==> src/rtl/mem_arbiter_pkg.sv <==
// rtl/mem_arbiter_pkg.sv - shared encodings and bus widths for the memory arbiter
package mem_arbiter_pkg;

    localparam int REG_BUS_W       = 32;
    localparam int INST_ADDR_BUS_W = 32;

    // Owner of the bus is implied by the state: WAIT_x/RESP_x belong to x, LOCK to data
    typedef enum logic [2:0] {
        ARB_IDLE    = 3'd0,
        ARB_WAIT_IF = 3'd1,
        ARB_WAIT_DM = 3'd2,
        ARB_RESP_IF = 3'd3,
        ARB_RESP_DM = 3'd4,
        ARB_LOCK    = 3'd5
    } arb_state_t;

    typedef enum logic [1:0] {
        OWN_NONE = 2'd0,
        OWN_IF   = 2'd1,
        OWN_DM   = 2'd2
    } arb_owner_t;

endpackage

==> src/rtl/mem_arbiter.sv <==
// rtl/mem_arbiter.sv - single-bus arbiter between instruction fetch and data port
module mem_arbiter
    import mem_arbiter_pkg::*;
#(
    parameter int STARVE_MAX = 4
) (
    input  logic                       clk_i,
    input  logic                       rst_i,
    input  logic                       if_req_i,
    input  logic [INST_ADDR_BUS_W-1:0] if_addr_i,
    output logic                       if_rvalid_o,
    output logic [REG_BUS_W-1:0]       if_rdata_o,
    input  logic                       dm_req_i,
    input  logic                       dm_we_i,
    input  logic [3:0]                 dm_be_i,
    input  logic [REG_BUS_W-1:0]       dm_addr_i,
    input  logic [REG_BUS_W-1:0]       dm_wdata_i,
    input  logic                       dm_lock_i,
    output logic                       dm_rvalid_o,
    output logic [REG_BUS_W-1:0]       dm_rdata_o,
    output logic                       bus_req_o,
    output logic                       bus_we_o,
    output logic [3:0]                 bus_be_o,
    output logic [REG_BUS_W-1:0]       bus_addr_o,
    output logic [REG_BUS_W-1:0]       bus_wdata_o,
    input  logic                       bus_gnt_i,
    input  logic                       bus_rvalid_i,
    input  logic [REG_BUS_W-1:0]       bus_rdata_i,
    output logic                       stall_if_o,
    output logic                       stall_mem_o
);

    localparam int CW = $clog2(STARVE_MAX + 1);

    arb_state_t    r_state;
    logic [CW-1:0] r_starve_cnt;

    logic          w_starved;
    logic          w_if_win;
    logic          w_dm_win;
    arb_owner_t    w_cmd_owner;

    // Arbitration in IDLE and selection of which requester drives the command
    always_comb begin
        w_starved   = (r_starve_cnt == CW'(STARVE_MAX));
        w_if_win    = (r_state == ARB_IDLE) && if_req_i && (!dm_req_i || w_starved);
        w_dm_win    = (r_state == ARB_IDLE) && dm_req_i && !w_if_win;
        w_cmd_owner = OWN_NONE;
        case (r_state)
            ARB_IDLE: begin
                if (w_if_win)      w_cmd_owner = OWN_IF;
                else if (w_dm_win) w_cmd_owner = OWN_DM;
            end
            ARB_WAIT_IF: w_cmd_owner = OWN_IF;
            ARB_WAIT_DM: w_cmd_owner = OWN_DM;
            ARB_LOCK:    if (dm_req_i) w_cmd_owner = OWN_DM;
            default:     w_cmd_owner = OWN_NONE;
        endcase
        // Reset is asynchronous, so the command must also vanish combinationally
        if (!rst_i) w_cmd_owner = OWN_NONE;
    end

    // Command mux toward the bus; fields are zero unless a command is driven
    always_comb begin
        bus_req_o   = 1'b0;
        bus_we_o    = 1'b0;
        bus_be_o    = 4'h0;
        bus_addr_o  = '0;
        bus_wdata_o = '0;
        case (w_cmd_owner)
            OWN_IF: begin
                bus_req_o  = 1'b1;
                bus_addr_o = if_addr_i;
            end
            OWN_DM: begin
                bus_req_o   = 1'b1;
                bus_we_o    = dm_we_i;
                bus_be_o    = dm_be_i;
                bus_addr_o  = dm_addr_i;
                bus_wdata_o = dm_wdata_i;
            end
            default: ;
        endcase
    end

    // Response demux; only the owner in RESP sees the bus response, stale responses are dropped
    always_comb begin
        if_rvalid_o = 1'b0;
        if_rdata_o  = '0;
        dm_rvalid_o = 1'b0;
        dm_rdata_o  = '0;
        if (rst_i && r_state == ARB_RESP_IF) begin
            if_rvalid_o = bus_rvalid_i;
            if_rdata_o  = bus_rdata_i;
        end
        if (rst_i && r_state == ARB_RESP_DM) begin
            dm_rvalid_o = bus_rvalid_i;
            dm_rdata_o  = bus_rdata_i;
        end
        stall_if_o  = if_req_i && !if_rvalid_o;
        stall_mem_o = dm_req_i && !dm_rvalid_o;
    end

    // Arbiter FSM and fetch starvation counter
    always_ff @(posedge clk_i or negedge rst_i) begin
        if (!rst_i) begin
            r_state      <= ARB_IDLE;
            r_starve_cnt <= '0;
        end else begin
            case (r_state)
                ARB_IDLE: begin
                    if (w_if_win) begin
                        r_starve_cnt <= '0;
                        r_state      <= bus_gnt_i ? ARB_RESP_IF : ARB_WAIT_IF;
                    end else if (w_dm_win) begin
                        if (if_req_i && !w_starved) r_starve_cnt <= r_starve_cnt + CW'(1);
                        r_state <= bus_gnt_i ? ARB_RESP_DM : ARB_WAIT_DM;
                    end
                end
                ARB_WAIT_IF: if (bus_gnt_i) r_state <= ARB_RESP_IF;
                ARB_WAIT_DM: if (bus_gnt_i) r_state <= ARB_RESP_DM;
                ARB_RESP_IF: if (bus_rvalid_i) r_state <= ARB_IDLE;
                ARB_RESP_DM: if (bus_rvalid_i) r_state <= dm_lock_i ? ARB_LOCK : ARB_IDLE;
                ARB_LOCK: begin
                    // Fetch is shut out until the data side releases the lock with no request pending
                    if (dm_req_i) begin
                        if (bus_gnt_i) r_state <= ARB_RESP_DM;
                    end else if (!dm_lock_i) begin
                        r_state <= ARB_IDLE;
                    end
                end
                default: r_state <= ARB_IDLE;
            endcase
        end
    end

endmodule
==> config.mk <==
export PLATFORM = sky130hd
export DESIGN_NAME = mem_arbiter
export DESIGN_NICKNAME = d
export VERILOG_FILES = /design/src/rtl/mem_arbiter_pkg.sv /design/src/rtl/mem_arbiter.sv
export SDC_FILE = /design/constraint.sdc
export NUM_CORES = 1
export LEC_CHECK = 0
export ABC_CLOCK_PERIOD_IN_PS = 3150
export BUFFER_PORTS_ARGS = -buffer_cell sky130_fd_sc_hd__buf_2
export CORE_AREA = 2 2 108 110
export CTS_BUF_LIST = sky130_fd_sc_hd__clkbuf_2
export CTS_CLUSTER_SIZE = 10
export DETAILED_ROUTE_END_ITERATION = 8
export DIE_AREA = 0 0 110 112
export GPL_TIMING_DRIVEN = 0
export PLACE_DENSITY = 0.56
export SYNTH_ARGS = -nofsm -noshare
export SYNTH_HDL_FRONTEND = slang
export SYNTH_SLANG_ARGS = --single-unit
==> constraint.sdc <==
create_clock -name clk_i -period 3.15 [get_ports clk_i]
set_input_delay 0.4725 -clock clk_i [delete_from_list [all_inputs] [get_ports clk_i]]
set_output_delay 0.4725 -clock clk_i [all_outputs]
set_load 0.02 [all_outputs]
After elaboration in Yosys (flattened, before gate mapping)
Cells that the tools add are included.
{"block": "word_totals", "register_bits": 6, "input_bits": 140}
{"block": "classes", "n_addsub": 1, "eq_ne": 13, "mux": 29, "reduce_logical": 21}
{"cell": "32-bit 2-to-1 mux", "count": 3}
{"cell": "32-bit case mux with 2 select lines", "count": 1}
{"cell": "3-bit 2-to-1 mux", "count": 13}
{"cell": "3-bit case mux with 6 select lines", "count": 1}
{"cell": "2-bit 2-to-1 mux", "count": 5}
{"cell": "3-bit equality test, second input constant", "count": 3}
{"cell": "1-bit logical AND", "count": 9}
{"cell": "2-bit case mux with 4 select lines", "count": 1}
{"cell": "3-bit by 2-bit equality test with 1-bit output, second input constant", "count": 2}
{"cell": "2-bit inequality test, second input constant", "count": 3}
{"cell": "3-bit inequality test, second input constant", "count": 2}
{"cell": "1-bit zero test", "count": 5}
{"cell": "5-bit AND reduction", "count": 1}
{"cell": "1-bit 2-to-1 mux", "count": 4}
{"cell": "4-bit 2-to-1 mux", "count": 1}
{"cell": "2-bit nonzero test", "count": 2}
{"cell": "3-bit by 1-bit adder with 3-bit output, second input constant", "count": 1}
{"cell": "3-bit by 1-bit equality test with 1-bit output, second input constant", "count": 1}
{"cell": "3-bit zero test", "count": 1}
{"cell": "3-bit AND reduction", "count": 1}
{"cell": "2-bit by 1-bit equality test with 1-bit output, second input constant", "count": 1}
{"cell": "2-bit equality test, second input constant", "count": 1}
{"cell": "2-bit OR reduction", "count": 1}
{"cell": "1-bit logical OR", "count": 1}

Longest topological paths before layout
Gate-level depths: netlist of the first run.
{"block": "depth", "word_depth": 12, "mapped_depth": 11, "ltp_nobuf": 9}

Worst setup path before layout of the first run
OpenSTA, ideal clock, no wires.
{"block": "synth_path", "path_type": "reg-to-output", "start": "reg r_starve_cnt[0]", "end": "out bus_addr_o[10]", "arrival_ps": 2077, "required_time_ps": 2677, "path_slack_ps": 601, "stages_incl_launch_ff": 12, "cell_sequence": "dfrtp_1 > inv_1 > ha_1 > a21bo_2 > a21oi_1 > o21ai_1 > inv_1 > ha_1 > clkbuf_1 > clkbuf_1 > a22oi_1 > nor2_1"}
{"block": "synth_via", "elab_chain_len": 11, "elab_cells_between_ends": 12}
{"item": "start, declared", "line": "mem_arbiter.sv:36", "rtl": "logic [CW-1:0] r_starve_cnt;"}
{"item": "start signal, assigned", "line": "mem_arbiter.sv:116", "rtl": "if (if_req_i && !w_starved) r_starve_cnt <= r_starve_cnt + CW'(1);"}
{"item": "3-bit equality test (*)", "line": "mem_arbiter.sv:45", "rtl": "w_starved = (r_starve_cnt == CW'(STARVE_MAX));"}
{"item": "1-bit logical OR (*)", "line": "mem_arbiter.sv:46", "rtl": "w_if_win = (r_state == ARB_IDLE) && if_req_i && (!dm_req_i || w_starved);"}
{"item": "1-bit logical AND (*)", "line": "mem_arbiter.sv:46"}
{"item": "1-bit zero test", "line": "mem_arbiter.sv:47", "rtl": "w_dm_win = (r_state == ARB_IDLE) && dm_req_i && !w_if_win;"}
{"item": "1-bit logical AND", "line": "mem_arbiter.sv:47"}
{"item": "2-bit 2-to-1 mux", "line": "mem_arbiter.sv:52", "rtl": "else if (w_dm_win) w_cmd_owner = OWN_DM;"}
{"item": "2-bit 2-to-1 mux (*)", "line": "mem_arbiter.sv:51", "rtl": "if (w_if_win) w_cmd_owner = OWN_IF;"}
{"item": "2-bit case mux with 4 select lines (*)", "line": "mem_arbiter.sv:49", "rtl": "case (r_state)"}
{"item": "2-bit 2-to-1 mux (*)", "line": "mem_arbiter.sv:60", "rtl": "if (!rst_i) w_cmd_owner = OWN_NONE;"}
{"item": "2-bit equality test or 2-bit by 1-bit equality test with 1-bit output (tied branches)", "line": "mem_arbiter.sv:70", "rtl": "case (w_cmd_owner)"}
{"item": "32-bit case mux with 2 select lines (*)", "line": "mem_arbiter.sv:70"}
{"item": "end, declared", "line": "mem_arbiter.sv:24", "rtl": "output logic [REG_BUS_W-1:0] bus_addr_o,"}
Mark *: on every way between the ends. The rest lies on a longest branch, timed or not.

Final worst setup path of the first run
{"block": "layout_path", "start": "reg r_state[2]", "end": "out bus_wdata_o[24]"}
{"block": "layout_via", "elab_chain_len": 11, "elab_cells_between_ends": 15}
{"item": "start, declared", "line": "mem_arbiter.sv:35", "rtl": "arb_state_t r_state;"}
{"item": "start signal, assigned", "line": "mem_arbiter.sv:114", "rtl": "r_state <= bus_gnt_i ? ARB_RESP_IF : ARB_WAIT_IF;"}
{"item": "start signal, assigned", "line": "mem_arbiter.sv:117", "rtl": "r_state <= bus_gnt_i ? ARB_RESP_DM : ARB_WAIT_DM;"}
{"item": "start signal, assigned", "line": "mem_arbiter.sv:123", "rtl": "ARB_RESP_DM: if (bus_rvalid_i) r_state <= dm_lock_i ? ARB_LOCK : ARB_IDLE;"}
{"item": "3-bit zero test", "line": "mem_arbiter.sv:46, mem_arbiter.sv:47, mem_arbiter.sv:49"}
{"item": "1-bit logical AND (2 in a row)", "line": "mem_arbiter.sv:46"}
{"item": "1-bit zero test", "line": "mem_arbiter.sv:47"}
{"item": "1-bit logical AND", "line": "mem_arbiter.sv:47"}
{"item": "2-bit 2-to-1 mux", "line": "mem_arbiter.sv:52"}
{"item": "2-bit 2-to-1 mux", "line": "mem_arbiter.sv:51"}
{"item": "2-bit case mux with 4 select lines (*)", "line": "mem_arbiter.sv:49"}
{"item": "2-bit 2-to-1 mux (*)", "line": "mem_arbiter.sv:60"}
{"item": "2-bit equality test (*)", "line": "mem_arbiter.sv:70"}
{"item": "32-bit 2-to-1 mux (*)", "line": "mem_arbiter.sv:70"}
{"item": "end, declared", "line": "mem_arbiter.sv:25", "rtl": "output logic [REG_BUS_W-1:0] bus_wdata_o,"}
Marked as above.

==> flow_summary.ini, run 1 <==
[timing]
fin_tns_setup_ps = 0
final-hold-violation-count = 0
finClkSkew_ps = 0.146
tightest_slew_ps = 399
max_freq_ghz = 0.345
hold_ws_ps = 98.7
slew_headroom_pct = 73.0
rsz0062_at_grt = no
min_period_over_period_pct = 92.1
fin_crit_ps = 2900
setup_viol = 0
drv_slew = 0

[floorplanning]
die_height_um = 112
start_util_pct = 14.9
die_w_um = 110
die-area_mm2 = 0.0123
ios = 278
row_count = 39
core_mm2 = 0.0112

[synth]
synth_top_cell_area_share_pct = 38.3
synth.area.top_cells = and2_1 38%, a22oi_1 14%, dfrtp_1 9.0%
synth_most_common_cell = and2_1
yosysTopAreaCell = and2_1
ys_types = 40
syn_inst = 253
synth_nets = 398
synth_sequential_area_ratio_pct = 9.02
syn_avg_cell_area_um2 = 6.58
synth_edf_count = 0
ys.flop_type = dfrtp_1
synth.top_cells.by_count = 102 x and2_1, 34 x nor2_1, 32 x a22oi_1
synth_area_mm2 = 0.00167
yosysWarnings = 0
async_reset_ff_share_pct = 100
synth-seq-cells = 6

[critical_path]
path_cells = buf_2 -> nor4b_4 -> nand2_1 -> a21o_1 -> ha_2 -> clkbuf_4 -> clkbuf_2 -> and2_1 -> buf_2
r2r_cells = 6
critical_path.most_common_cell = buf_2
worst_setup_path_start_kind = flip-flop
required_ps = 2680
r2r-start = r_state[2]$_DFFE_PN0P_
cp_slowest_cell = dfrtp_1
critPathArrivalTime_ps = 2430
critPathKind = flip-flop to output pin
r2r_end = r_state[1]$_DFFE_PN0P_
worst_setup_path_end_kind = output pin
endpoint = bus_wdata_o[24]
slowest_delay_ps = 390
critical_path.startpoint = r_state[2]$_DFFE_PN0P_
r2r_slack_ps = 1270
path_max_fanout = 10

[routing]
vias = 2863
ant_nets = 0
drt_pass1_iterations = 4
drc = 0
wire_per_inst_um = 13.9
drtIter0Drc = 99
wl_um = 9420
viasPerCell = 4.24

[cells_and_area]
syn_to_final_growth_pct = 96.4
finish.instance_area_mm2 = 0.00327
drive_gt1_share_pct = 58.8
fin_cells = 676
nets = 678

[pwr]
leakagePower_uw = 0.00204
ir_drop_v = 0.000266
powerDensity_mw_per_mm2 = 513
total_power_uw = 1680

[global_routing]
antenna_found_initial = 3
grt.overflow.total = 0
grt_pass1_vias = 2724
grt_max_degree = 11
grt_first_pass_wirelength_um = 13700
grt_usage_pct = 14.0

[clock_network]
root_buffer = clkbuf_2
cts_tree = yes
clk_pin_slew_ps = 50
cts_made_buffers = 3
holdBufCountCts = 0
clock-sinks = 6
cts_htree_levels = 1
cts_buffer_depth = 2
clk_latency_ps = 200

[placement]
place_area_mm2 = 0.00323
place_congestion = 0.925
port_buffers = 277
post-place-cells = 673
hpwlAfterDp_um = 8390

[status]
status = finished clean

[run]
drv_cap = 0

[hold_path]
hp-class = primary input to asynchronous set/reset pin
power by group:
group          switching (uW)  total [uW]  internal [uW]
logic                     912        1490            577
clock network            23.0        48.8           25.7
registers                27.3         139            112
total                     962        1680            715
what timing repair did:
action,in CTS,in global routing
buffers inserted,0,0
endpoints found under the hold margin,0,0
setup endpoints to repair,24,69
resized for setup,5,20
stage by stage:
stage                     utilization (%)  worst slack [ps]
after floorplan                         -               601
after global placement               28.9               107
after detailed placement             28.9              70.1
after CTS                            29.1              9.33
after global routing                 29.3              33.9
final                                29.3               249
layout make-up:
type / count / area (um^2)
flip-flops and latches: 6 / 150
repair buffers: 277 / 1390
inverters: 9 / 33.8
multi-input cells: 214 / 1380
diodes: 2 / 5.00
fillers: 1230 / 7900
well taps: 143 / 179
plain buffers: 22 / 126
clock buffers: 3 / 15.0
routing by layer:
layer	GRT usage [%]	wire length, um	part of all wire, %
met4	3.80	129	1.4
met5	0	7	0.074
met3	2.99	853	9.1
met1	15.9	3690	39
met2	25.8	4740	50
critical path: cells and delay by family (launching register included):
kind	cells	cell delay (ps)
flops	1	390
compound gates	1	230
buf+inv	4	720
fa+ha+maj	1	240
simple gates	3	650
cell usage in the layout (no fill, tap or decap), types with 4 or more instances in the layout:
cell type  Yosys  routed
clkbuf_4       0       4
clkbuf_2       6      14
and2_1       102     102
inv_1          9       9
nand2_1        9       9
buf_2          2     280
dfrtp_1        6       6
nor2_1        34      34
a22oi_1       32      32
cell families after synthesis:
| group | Yosys count | synth area share (%) |
|---|---|---|
| and+or+nand+nor | 156 | 54.7 |
| AOI/OAI and AO/OA | 51 | 22.5 |
| buffers and inverters | 33 | 8.72 |
| DFF | 6 | 9.02 |
| adders and majority gates | 5 | 3.76 |
| muxes | 2 | 1.28 |
state kept, by name (all words and copies together), names as in the netlist:
register      count
r_starve_cnt      3
r_state           3
how the worst min path moves through the flow:
| stage | startpoint | endpoint | slack (ps) | depth (start not counted) |
|---|---|---|---|---|
| 2_1_floorplan | rst_i | r_starve_cnt[0]$_DFFE_PN0P_ | 180 | 0 |
| 3_3_place_gp | rst_i | r_starve_cnt[2]$_DFFE_PN0P_ | 320 | 1 |
| 3_5_place_dp | rst_i | r_starve_cnt[2]$_DFFE_PN0P_ | 320 | 1 |
| 4_1_cts | rst_i | r_state[1]$_DFFE_PN0P_ | 90 | 1 |
| 5_1_grt | rst_i | r_starve_cnt[2]$_DFFE_PN0P_ | 80 | 1 |
| 6_report | rst_i | r_starve_cnt[2]$_DFFE_PN0P_ | 100 | 1 |
No activity file was read; power rests on OpenSTA's default activity.
==> run 2, diff against run 1 <==
--- a/config.mk
+++ b/config.mk
@@ -5,7 +5,7 @@
 export SDC_FILE = /design/constraint.sdc
 export NUM_CORES = 1
 export LEC_CHECK = 0
-export ABC_CLOCK_PERIOD_IN_PS = 3150
+export ABC_CLOCK_PERIOD_IN_PS = 2360
 export BUFFER_PORTS_ARGS = -buffer_cell sky130_fd_sc_hd__buf_2
 export CORE_AREA = 2 2 108 110
 export CTS_BUF_LIST = sky130_fd_sc_hd__clkbuf_2
@@ -13,7 +13,7 @@
 export DETAILED_ROUTE_END_ITERATION = 8
 export DIE_AREA = 0 0 110 112
 export GPL_TIMING_DRIVEN = 0
-export PLACE_DENSITY = 0.56
+export PLACE_DENSITY = 0.58
 export SYNTH_ARGS = -nofsm -noshare
 export SYNTH_HDL_FRONTEND = slang
 export SYNTH_SLANG_ARGS = --single-unit
==> constraint.sdc (replaced) <==
create_clock -name clk_i -period 2.36 [get_ports clk_i]
set_input_delay 0.354 -clock clk_i [delete_from_list [all_inputs] [get_ports clk_i]]
set_output_delay 0.354 -clock clk_i [all_outputs]
set_load 0.02 [all_outputs]
==> flow_summary.ini, run 2 (same netlist as run 1, synthesis figures left out) <==
[global_routing]
grt.overflow.total = 0
antenna_found_initial = 0
grt_usage_pct = 12.9
grt_first_pass_wirelength_um = 12800
grt_pass1_vias = 2603
grt_max_degree = 11

[floorplanning]
die_w_um = 110
start_util_pct = 14.9
die_height_um = 112
core_mm2 = 0.0112
ios = 278
row_count = 39
die-area_mm2 = 0.0123

[critical_path]
path_cells = buf_6 -> nor4b_4 -> nand2_1 -> a21o_1 -> inv_2 -> ha_4 -> clkbuf_16 -> a22oi_2 -> nor2_1 -> buf_4
required_ps = 2010
cp_slowest_cell = dfrtp_1
path_max_fanout = 5
cp_top_family = buffers and inverters
slowest_delay_ps = 420
critPathBufInv = 4
critPathKind = flip-flop to output pin
critPathArrivalTime_ps = 2230
worst_setup_path_end_kind = output pin
worst_setup_path_start_kind = flip-flop

[timing]
max_freq_ghz = 0.387
final-hold-violation-count = 0
rsz0062_at_grt = yes
setup_viol = 70
finClkSkew_ps = 3.90
drv_slew = 0
layout_setup_ws_ps = -227
tightest_slew_ps = 337
min_period_over_period_pct = 110
slew_headroom_pct = 77.5
fin_crit_ps = 2590

[pwr]
leakagePower_uw = 0.00224
powerDensity_mw_per_mm2 = 772
ir_drop_v = 0.000470

[clock_network]
cts_htree_levels = 1
clock-sinks = 6
clk_pin_slew_ps = 70
root_buffer = clkbuf_2
cts_made_buffers = 3
cts_buffer_depth = 2
cts_tree = yes
clk_latency_ps = 230

[status]
status = complete, but fails checks
violations = negative setup slack

[routing]
wl_um = 9020
vias = 2850
drtIter0Drc = 106
highest_layer = met4
wire_per_inst_um = 12.9
ant_nets = 0
route.met2.wl_um = 4760
m1WireLength_um = 3570
drt_pass1_iterations = 4
drc = 0
viasPerCell = 4.09
wl_met3_um = 660

[cells_and_area]
top_regs = r_starve_cnt x3, r_state x3
drive_gt1_share_pct = 72.6
num_antenna_cells = 0
nets = 701
final_common_cell = buf_2
syn_to_final_growth_pct = 140
fillers = 1191
utilization_pct = 35.8
final_cell_mix = 240 x buf_2, 92 x and2_1, 37 x buf_4
finish.instance_area_mm2 = 0.00401

[hold_path]
hp-class = primary input to flip-flop

[run]
drv_cap = 0

[placement]
port_buffers = 277
place_area_mm2 = 0.00330
place_congestion = 0.723
hpwlAfterDp_um = 6900
place_ws_ps = -487
## run 2: final cells by class
type                    count  area [um^2]  share of cell area, %
repair buffers            300         1750                   43.6
multi-input cells         214         1640                   40.9
plain buffers              22          243                   6.06
well taps                 143          179                   4.47
flip-flops and latches      6          150                   3.75
inverters                   9         33.8                  0.843
clock buffers               3         15.0                  0.375
## run 2: worst paths after layout
| check | from | slack (ps) | endpoint | depth (start not counted) |
|---|---|---|---|---|
| setup / recovery | r_state[0]$_DFFE_PN0P_ | -230 | bus_addr_o[15] | 10 |
| hold / removal | dm_lock_i | 400 | r_state[2]$_DFFE_PN0P_ | 3 |
| setup reg to reg | r_state[0]$_DFFE_PN0P_ | 180 | r_state[1]$_DFFE_PN0P_ | 11 |
| hold reg to reg | r_starve_cnt[2]$_DFFE_PN0P_ | 510 | r_starve_cnt[2]$_DFFE_PN0P_ | 1 |
| max in group asynchronous | rst_i | 1490 | r_state[0]$_DFFE_PN0P_ | 2 |
| min in group asynchronous | rst_i | 620 | r_starve_cnt[1]$_DFFE_PN0P_ | 2 |
## run 2: layer usage
layer | global-route usage [%] | up-vias
li1 | - | 1441
met1 | 16.0 | 1277
met4 | 1.43 | 0
met2 | 23.1 | 126
met5 | 0 | -
met3 | 2.75 | 6
## run 2: stage by stage
step                      cells  power, uW  hold slack [ps]  setup TNS (ps)
after CTS                   694       2930              394           -8920
after global placement      673       2210              208          -23660
after detailed placement    673       2210              213          -23590
final                       697       3090              401          -10370
after global routing        697       3300              414          -19440
after floorplan             253       1580             58.4            -571
## run 2: where the power goes
group / internal (uW) / switching, uW / leakage (uW)
clock network: 34.6 / 44.5 / 0.0000125
registers: 149 / 38.5 / 0.0000762
logic: 1350 / 1480 / 0.00215
## run 2: repair_timing
item / 4_1_cts / 5_1_grt
setup buffers: 15 / 4
resized for setup: 109 / 40
setup endpoints to repair: 70 / 72
gates cloned: 4 / 1
endpoints found under the hold margin: 6 / 0
pin swaps: 11 / 12
hold buffers: 1 / 0
## run 2: worst register-to-register path, delay by kind of cell, from the launching register on
| kind | cells | cell delay, ps |
|---|---|---|
| compound gates | 2 | 330 |
| flops | 1 | 420 |
| fa+ha+maj | 1 | 250 |
| simple gates | 2 | 380 |
| buf+inv | 6 | 700 |
==> run 3, diff against run 2 <==
--- a/config.mk
+++ b/config.mk
@@ -5,15 +5,16 @@
 export SDC_FILE = /design/constraint.sdc
 export NUM_CORES = 1
 export LEC_CHECK = 0
+export ABC_AREA = 1
 export ABC_CLOCK_PERIOD_IN_PS = 2360
 export BUFFER_PORTS_ARGS = -buffer_cell sky130_fd_sc_hd__buf_2
-export CORE_AREA = 2 2 108 110
+export CORE_AREA = 2 2 109 111
 export CTS_BUF_LIST = sky130_fd_sc_hd__clkbuf_2
 export CTS_CLUSTER_SIZE = 10
 export DETAILED_ROUTE_END_ITERATION = 8
-export DIE_AREA = 0 0 110 112
+export DIE_AREA = 0 0 111 113
 export GPL_TIMING_DRIVEN = 0
-export PLACE_DENSITY = 0.58
+export PLACE_DENSITY = 0.59
 export SYNTH_ARGS = -nofsm -noshare
 export SYNTH_HDL_FRONTEND = slang
 export SYNTH_SLANG_ARGS = --single-unit
==> flow_summary.ini, run 3 <==
[placement]
place_ws_ps = -488
place_congestion = 0.855
port_buffers = 277
hpwlAfterDp_um = 7460

[timing]
hold_ws_ps = 486
setup_viol = 68
final-hold-violation-count = 0
min_period_over_period_pct = 108
fin_tns_setup_ps = -9600
fin_crit_ps = 2550
max_freq_ghz = 0.392
rsz0062_at_grt = yes
drv_slew = 0
slew_headroom_pct = 78.6
finClkSkew_ps = 15.2
layout_setup_ws_ps = -191
tightest_slew_ps = 320

[cells_and_area]
final_cell_mix = 222 x buf_2, 90 x nand2_1, 69 x inv_1
drive_gt1_share_pct = 63.9
top_regs = r_starve_cnt x3, r_state x3
final_common_cell = buf_2
nets = 839
syn_to_final_growth_pct = 143
num_antenna_cells = 0

[routing]
drtIter0Drc = 95
viasPerCell = 4.01
drc = 0
vias = 3346
wire_per_inst_um = 12.0
drt_pass1_iterations = 4
wl_um = 10000
ant_nets = 0

[critical_path]
worst_setup_path_end_kind = output pin
required_ps = 2010
r2r_cells = 13
r2r_slack_ps = 610
critPathArrivalTime_ps = 2200
slowest_delay_ps = 390
critPathKind = flip-flop to output pin
r2r-start = r_starve_cnt[0]$_DFFE_PN0P_
worst_setup_path_start_kind = flip-flop
path_cells = inv_2 -> ha_4 -> nand2_2 -> nand2_2 -> nand2_2 -> nor2_4 -> nor2_2 -> o21ai_2 -> inv_2 -> ha_4 -> buf_4 -> buf_6 -> clkbuf_16 -> nand2_4 -> inv_2 -> buf_6
path_max_fanout = 6
cp_slowest_cell = dfrtp_1
r2r_end = r_state[2]$_DFFE_PN0P_

[pwr]
powerDensity_mw_per_mm2 = 776
clockPowerShare_pct = 2.4
ir_drop_v = 0.000428
pwr-share-seq_pct = 5.8
pwr-share-comb_pct = 91.8
p_int_uw = 1620
leakagePower_uw = 0.00291
p_sw_uw = 1850
p_sw_share_pct = 53.3

[hold_path]
min_from = dm_lock_i
hold_depth = 5
hold-path-endpoint = r_state[2]$_DFFE_PN0P_
hp-class = primary input to flip-flop

[floorplanning]
row_count = 39
die_w_um = 111
core_mm2 = 0.0113
die-area_mm2 = 0.0125
ios = 278
start_util_pct = 16.3
die_height_um = 113

[global_routing]
grt_pass1_vias = 3187
grt_usage_pct = 14.4
grt_first_pass_wirelength_um = 15100
grt.overflow.total = 0
grt_max_degree = 11
antenna_found_initial = 0

[status]
status = complete, but fails checks
violations = negative setup slack

[synth]
syn_avg_cell_area_um2 = 4.77
async_reset_ff_share_pct = 100
yosysWarnings = 0
synth_area_mm2 = 0.00184
synth_most_common_cell = nand2_1
ys.flop_type = dfrtp_1
synth_edf_count = 0
ys_types = 18
synth-seq-cells = 6
synth_top_cell_area_share_pct = 25.1
synth_sequential_area_ratio_pct = 8.16
yosysTopAreaCell = nand2_1
syn_inst = 386
synth.top_cells.by_count = 123 x nand2_1, 82 x inv_1, 62 x nor2_1
synth.area.top_cells = nand2_1 25%, inv_1 17%, nor2_1 13%
synth_nets = 531

[run]
drv_cap = 0

[clock_network]
cts_tree = yes
clk_latency_ps = 250
cts_htree_levels = 1
clk_pin_slew_ps = 90
clock-sinks = 6
root_buffer = clkbuf_2
cts_made_buffers = 3
cts_buffer_depth = 2
[run 3: cell count changes after synthesis, sizes merged, moves of 2 or more]
| cell | before | now |
|---|---|---|
| nor2b | 2 | 0 |
| nor2 | 36 | 79 |
| nand3 | 0 | 18 |
| nand2 | 9 | 125 |
| and2 | 102 | 0 |
| a21oi | 3 | 34 |
| clkbuf | 19 | 13 |
| a22oi | 32 | 0 |
| buf | 5 | 9 |
| inv | 9 | 91 |
[run 3: metal layers]
layer	GRT usage [%]	up-vias	wire [um]
li1	-	1724	-
met1	15.0	1434	3610
met2	28.8	174	5440
met3	3.16	14	817
met4	4.50	0	180
met5	0	-	0
[run 3: worst max-delay path by stage]
stage / startpoint / end / slack [ps] / cells past startpoint
floorplan: r_starve_cnt[0]$_DFFE_PN0P_ / bus_addr_o[16] / -60 / 13
global placement: r_starve_cnt[0]$_DFFE_PN0P_ / bus_addr_o[21] / -480 / 14
detailed placement: r_state[2]$_DFFE_PN0P_ / bus_addr_o[11] / -490 / 13
CTS: r_starve_cnt[0]$_DFFE_PN0P_ / bus_addr_o[10] / -220 / 14
global route: r_starve_cnt[1]$_DFFE_PN0P_ / bus_addr_o[6] / -330 / 14
finish: r_starve_cnt[0]$_DFFE_PN0P_ / bus_wdata_o[18] / -190 / 16
[run 3: power groups by stage]
stage | logic [uW] | registers (uW) | clock network (uW)
6_report | 3190 | 200 | 85.0
5_1_grt | 3440 | 205 | 95.2
4_1_cts | 2970 | 197 | 86.8
3_5_place_dp | 1990 | 203 | 0
3_3_place_gp | 1990 | 205 | 0
2_1_floorplan | 1350 | 193 | 0
[run 3: cell type report]
class	instances	area, um^2
flip-flops and latches	6	153
inverters	91	342
plain buffers	20	264
fillers	1153	6800
multi-input cells	267	1580
well taps	143	179
repair buffers	305	1940
clock buffers	3	15.0
[run 3: critical path, delay by kind of cell, from the launching register on]
kind / cells / cell delay [ps]
simple gates: 6 / 370
buf+inv: 7 / 710
fa+ha+maj: 2 / 330
flops: 1 / 390
compound gates: 1 / 150
[run 3: cell families after synthesis]
family | after synthesis | synth area share, %
adder cells (fa/ha/maj) | 5 | 3.40
AO/OA/AOI/OAI | 40 | 11.2
buffers and inverters | 113 | 25.7
AND/OR/NAND/NOR | 222 | 51.5
flip-flops | 6 | 8.16
[run 3: timing repair]
item                                    CTS  global route
cloned                                    9             0
hold endpoints to repair                  6             0
pin swaps                                35            19
buffers inserted                         12             6
endpoints found under the setup margin   70            70
hold buffers                              1             0
resized for setup                       197            52
[run 3: through the flow]
step                total power, uW  cells  cell area, um^2  util (%)
floorplan                      1550    386             1840         -
global placement               2200    806             3410      30.2
detailed placement             2190    806             3410      30.2
CTS                            3260    829             4250      37.7
global route                   3740    835             4470      39.7
finish                         3470    835             4470      39.7
